**src/rtl/freelist_ckpt.sv**
```systemverilog
// Physical-register free list with branch checkpoints for the rename stage.
// Grants up to ALLOC_WIDTH registers per cycle; snapshots and restores the availability mask.
`ifndef N
`define N 3
`endif
`ifndef PHYS_REG_SZ_R10K
`define PHYS_REG_SZ_R10K 64
`endif
`ifndef ARCH_REG_SZ
`define ARCH_REG_SZ 32
`endif

module freelist_ckpt #(
  parameter int ALLOC_WIDTH = `N,
  parameter int PR_COUNT    = `PHYS_REG_SZ_R10K,
  parameter int ARCH_COUNT  = `ARCH_REG_SZ,
  parameter int NUM_CKPT    = 4,
  localparam int CK_W  = (NUM_CKPT > 1) ? $clog2(NUM_CKPT) : 1,
  localparam int LN_W  = (ALLOC_WIDTH > 1) ? $clog2(ALLOC_WIDTH) : 1,
  localparam int CNT_W = $clog2(PR_COUNT + 1)
) (
  input  logic                                  clock,
  input  logic                                  reset,
  input  logic [ALLOC_WIDTH-1:0]                alloc_req,
  input  logic [PR_COUNT-1:0]                   free_mask,
  input  logic                                  ckpt_save,
  input  logic [CK_W-1:0]                       ckpt_save_id,
  input  logic [LN_W-1:0]                       ckpt_lane,
  input  logic                                  restore_valid,
  input  logic [CK_W-1:0]                       restore_id,
  output logic [ALLOC_WIDTH-1:0][PR_COUNT-1:0]  granted_regs,
  output logic [ALLOC_WIDTH-1:0]                grant_valid,
  output logic [CNT_W-1:0]                      free_count,
  output logic [PR_COUNT-1:0]                   avail_mask
);

  localparam logic [PR_COUNT-1:0] INIT_MASK = {{(PR_COUNT-ARCH_COUNT){1'b1}}, {ARCH_COUNT{1'b0}}};
  localparam logic [PR_COUNT-1:0] ONE       = PR_COUNT'(1);

  logic [PR_COUNT-1:0] avail;
  logic [PR_COUNT-1:0] avail_next;
  logic [PR_COUNT-1:0] ckpt [NUM_CKPT];
  logic [PR_COUNT-1:0] rem;
  logic [PR_COUNT-1:0] pick;
  logic [PR_COUNT-1:0] g_all;
  logic [PR_COUNT-1:0] g_lo;
  logic [CNT_W-1:0]    cnt_next;
  logic                save_en;

  // Each lane takes the lowest remaining free bit, then removes it from the pool.
  always_comb begin
    rem          = avail;
    pick         = '0;
    g_all        = '0;
    g_lo         = '0;
    granted_regs = '0;
    grant_valid  = '0;
    for (int l = 0; l < ALLOC_WIDTH; l++) begin
      pick = rem & (~rem + ONE);
      if (alloc_req[l] && !restore_valid && !reset) begin
        granted_regs[l] = pick;
        grant_valid[l]  = |pick;
        rem             = rem & ~pick;
        g_all           = g_all | pick;
        if (LN_W'(l) <= ckpt_lane) g_lo = g_lo | pick;
      end
    end
  end

  assign save_en = ckpt_save && !restore_valid;

  always_comb begin
    if (restore_valid) avail_next = ckpt[restore_id] | free_mask;
    else               avail_next = (avail & ~g_all) | free_mask;
    cnt_next = '0;
    for (int i = 0; i < PR_COUNT; i++) cnt_next = cnt_next + CNT_W'(avail_next[i]);
  end

  always_ff @(posedge clock) begin
    if (reset) begin
      avail      <= INIT_MASK;
      free_count <= CNT_W'(PR_COUNT - ARCH_COUNT);
      for (int s = 0; s < NUM_CKPT; s++) ckpt[s] <= INIT_MASK;
    end else begin
      avail      <= avail_next;
      free_count <= cnt_next;
      // Slots not being overwritten absorb retire frees so they survive recovery.
      for (int s = 0; s < NUM_CKPT; s++) begin
        if (save_en && (ckpt_save_id == CK_W'(s))) ckpt[s] <= (avail & ~g_lo) | free_mask;
        else                                       ckpt[s] <= ckpt[s] | free_mask;
      end
    end
  end

  assign avail_mask = avail;

endmodule

```
**config.mk**
```make
export PLATFORM = sky130hd
export DESIGN_NAME = freelist_ckpt
export DESIGN_NICKNAME = d
export VERILOG_FILES = /design/src/rtl/freelist_ckpt.sv
export SDC_FILE = /design/constraint.sdc
export NUM_CORES = 1
export LEC_CHECK = 0
export BUFFER_PORTS_ARGS = -buffer_cell sky130_fd_sc_hd__clkbuf_2
export CELL_PAD_IN_SITES_DETAIL_PLACEMENT = 0
export CELL_PAD_IN_SITES_GLOBAL_PLACEMENT = 2
export CORE_MARGIN = 4
export CORE_UTILIZATION = 30
export CTS_CLUSTER_SIZE = 24
export DETAILED_ROUTE_END_ITERATION = 10
export GPL_TIMING_DRIVEN = 0
export PLACE_DENSITY_LB_ADDON = 0.1
export SLEW_MARGIN = 5
export SYNTH_ARGS = -nofsm -noshare
export SYNTH_HDL_FRONTEND = slang
export SYNTH_SLANG_ARGS = --single-unit
```
**constraint.sdc**
```tcl
create_clock -name clock -period 22.8 [get_ports clock]
set_input_delay 2.28 -clock clock [delete_from_list [all_inputs] [get_ports clock]]
set_output_delay 2.28 -clock clock [all_outputs]
set_load 0.03 [all_outputs]
```
==> run summary <==
synthesized instance count: 3042
post-place instance area: 29800 um2
Peak Freq: 65.1 MHz
Remaining DRCs: 0
CTS tree: done
Slew Limit Fails: 0
multiplexer share of the synthesized area: 5.67%
Initial Utilization: 30.5%
crit share post-route: 67.4%
Reg clk slew, reported paths: 60 ps
Final Wtd Congestion: 0.986
initial antenna violation count: 10
number of synthesized flops with an enable pin: 256
final worst path period need: 15360 ps
Synth top area share: 30.0%
xor/xnor cell area share of the yosys netlist: 0.205%
async set or reset register ratio after synthesis: 0%
final clock skew: 34.3 ps
Detailed Route WL: 161000 um
Final Cell Area: 31200 um2
Finish-stage setup viols: 0
IO Port Bufs: 336
crit path kind: primary input to flip-flop
DRT iter0 DRCs: 3893
final hold violation count: 0
Critical Path Fanout Max: 10
crit start category: primary input
Static Leak: 11.5 nW
layout cells sized above 1: 15.6%
post-CTS setup buffer count: 0
warnings from Yosys: 0
Post-Synth Adder-Cell Area: 5.11%
hold_sp: ckpt[0][57]$_SDFFCE_PN1P_
hold_buf cts: 0
unique cell type count in the Yosys netlist: 103
Slew HR: 6.63%
clk_lat worst skew: 610 ps
PwrDens: 87.9 nW/um2
CP Capture Type: flip-flop
number of vias per cell: 6.04
Worst setup startpoint: reset
Top cell by count, worst path: fa_1
P&R area growth vs syn: 21.6%
Root Buffer: clkbuf_16
largest net degree at the start of global routing: 13
Avg WL per Cell: 33.1 um
Die Y-Extent: 300 um
Global Route Usage Sum: 34.3%
compound-cell area share of the yosys netlist: 20.6%
total gr overflow: 0
post-DP HPWL: 131000 um
first-pass GRT wire length: 221000 um
number of synthesized register bits: 327
Hold Crit Class: flip-flop to flip-flop
CP max-delay cell: o21ai_0
CTS HTree Levels: 2
Worst Tran Pin Value: 1380 ps
post_cts resized: 0
Final ANT Viol Nets: 0
Die W: 300 um
CTS max path bufs: 3
via total after detailed routing: 29.3k
max-cap viol count: 0
mapped cell area: 25600 um2
TritonCTS Buffers: 44
setup TNS: 0 ps
RSZ-0062 raised after global routing: false
Core Area: 84100 um2
largest family of logic cells by synthesized area: simple AND/OR/NAND/NOR gates
Net count, final: 3829
total power: 0.00274 W
TritonRoute pass-1 iters: 6
Seq/Total Area, Yosys: 35.6%
reg2reg start: avail_mask[3]$_SDFF_PP0_
Critical Path RT: 23250 ps
largest area contributor in the netlist: edfxtp_1
predominant post-synthesis flop cell: edfxtp_1
Ports: 343
die footprint: 90100 um2
Simple-Gate Fraction of Synth Area: 28.3%
CP max stage delay: 1020 ps
FP Rows: 106
peak supply drop: 0.279 mV
vias in the first global route: 27.8k
Sink Count: 327
Mean Syn Cell Area: 8.42 um2
crit path DAT: 15810 ps
ranking of synthesized cells by area: edfxtp_1, nor2_1, mux4_2, dfxtp_1, nand2_1
outcome: complete, no violations
-- per-stage QoR --
stage | cells | setup WS (ps) | utilization (%) | hold slack (ps)
final | 4855 | 7440 | 37.1 | 571
after global routing | 4852 | 6810 | 37.0 | 593
after CTS | 4851 | 7780 | 37.0 | 569
after detailed placement | 4771 | 7180 | 35.4 | 554
after global placement | 4767 | 6970 | 35.3 | 544
after floorplan | 3297 | 10230 | - | 523
-- worst paths after layout --
path | endpoint | slack [ps] | depth (start not counted)
setup / recovery | free_count[6]$_SDFF_PP0_ | 7440 | 39
hold / removal | ckpt[0][57]$_SDFFCE_PN1P_ | 570 | 2
setup reg to reg | free_count[6]$_SDFF_PP0_ | 9210 | 38
hold reg to reg | ckpt[0][57]$_SDFFCE_PN1P_ | 570 | 2
-- logic make-up after synthesis --
kind of cell,count (synthesis)
AOI/OAI and AO/OA,785
xor gates and xnor gates,6
adders and majority gates,73
buffers and inverters,306
DFF,327
muxes,65
other,1
and+or+nand+nor,1479
-- flip-flops by register name (all words and copies together), names as in the netlist --
register	flops
avail_mask	64
free_count	7
ckpt	256
-- worst max-delay path, delay by kind of cell --
kind	cells	cell delay, ps
buffers and inverters	10	1960
AOI/OAI and AO/OA	5	2430
and+or+nand+nor	14	4650
adders and majority gates	10	4410
-- cell type report --
cell class	instances	area, um2
diodes	4	10.0
inverters	107	402
clock buffers	62	1220
repair buffers	340	1710
multi-input cells	2664	16400
well taps	1134	1420
flip-flops and latches	327	9110
clock inverters	18	138
fillers	9080	52900
plain buffers	199	786
-- routing by layer --
metal / GRT usage (%) / share of wire (%) / up-vias
li1: - / - / 12500
met1: 48.5 / 43 / 14800
met2: 52.0 / 43 / 1774
met3: 6.77 / 9.5 / 252
met4: 12.7 / 4.4 / 2
met5: 0 / 0.0081 / -
-- cell usage in the layout (no fill, tap or decap), drive strengths merged, types with 59 or more instances in the layout --
master,synthesis,layout
clkbuf,162,561
nor2,464,464
nand2,365,365
edfxtp,256,256
conb,1,256
a21oi,214,214
nor3,153,153
o21ai,139,139
inv,107,111
a211oi,96,96
nor4,86,86
nand3,82,82
dfxtp,71,71
nand4,67,67
mux4,64,64
o211ai,59,59
-- synth_stat cells, drive strengths merged, types with 7 or more instances --
master	instances
nor2	464
nand2	365
edfxtp	256
a21oi	214
clkbuf	162
nor3	153
o21ai	139
inv	107
a211oi	96
nor4	86
nand3	82
dfxtp	71
nand4	67
mux4	64
o211ai	59
fa	54
and2	45
and3	44
o31ai	41
a31oi	40
buf	37
or3	34
or4	33
nand2b	26
or2	26
o311ai	22
o22ai	20
o21a	17
a21o	16
ha	15
and4	14
o41ai	14
o31a	13
nor2b	10
o21bai	8
nand3b	7
nand4b	7
-- power breakdown --
part / internal, W / switching (W)
Clock: 0.000377 / 0.000299
Sequential: 0.000687 / 0.0000245
Combinational: 0.000545 / 0.000808
Total: 0.00161 / 0.00113
Power figures use the tool's default switching activity.
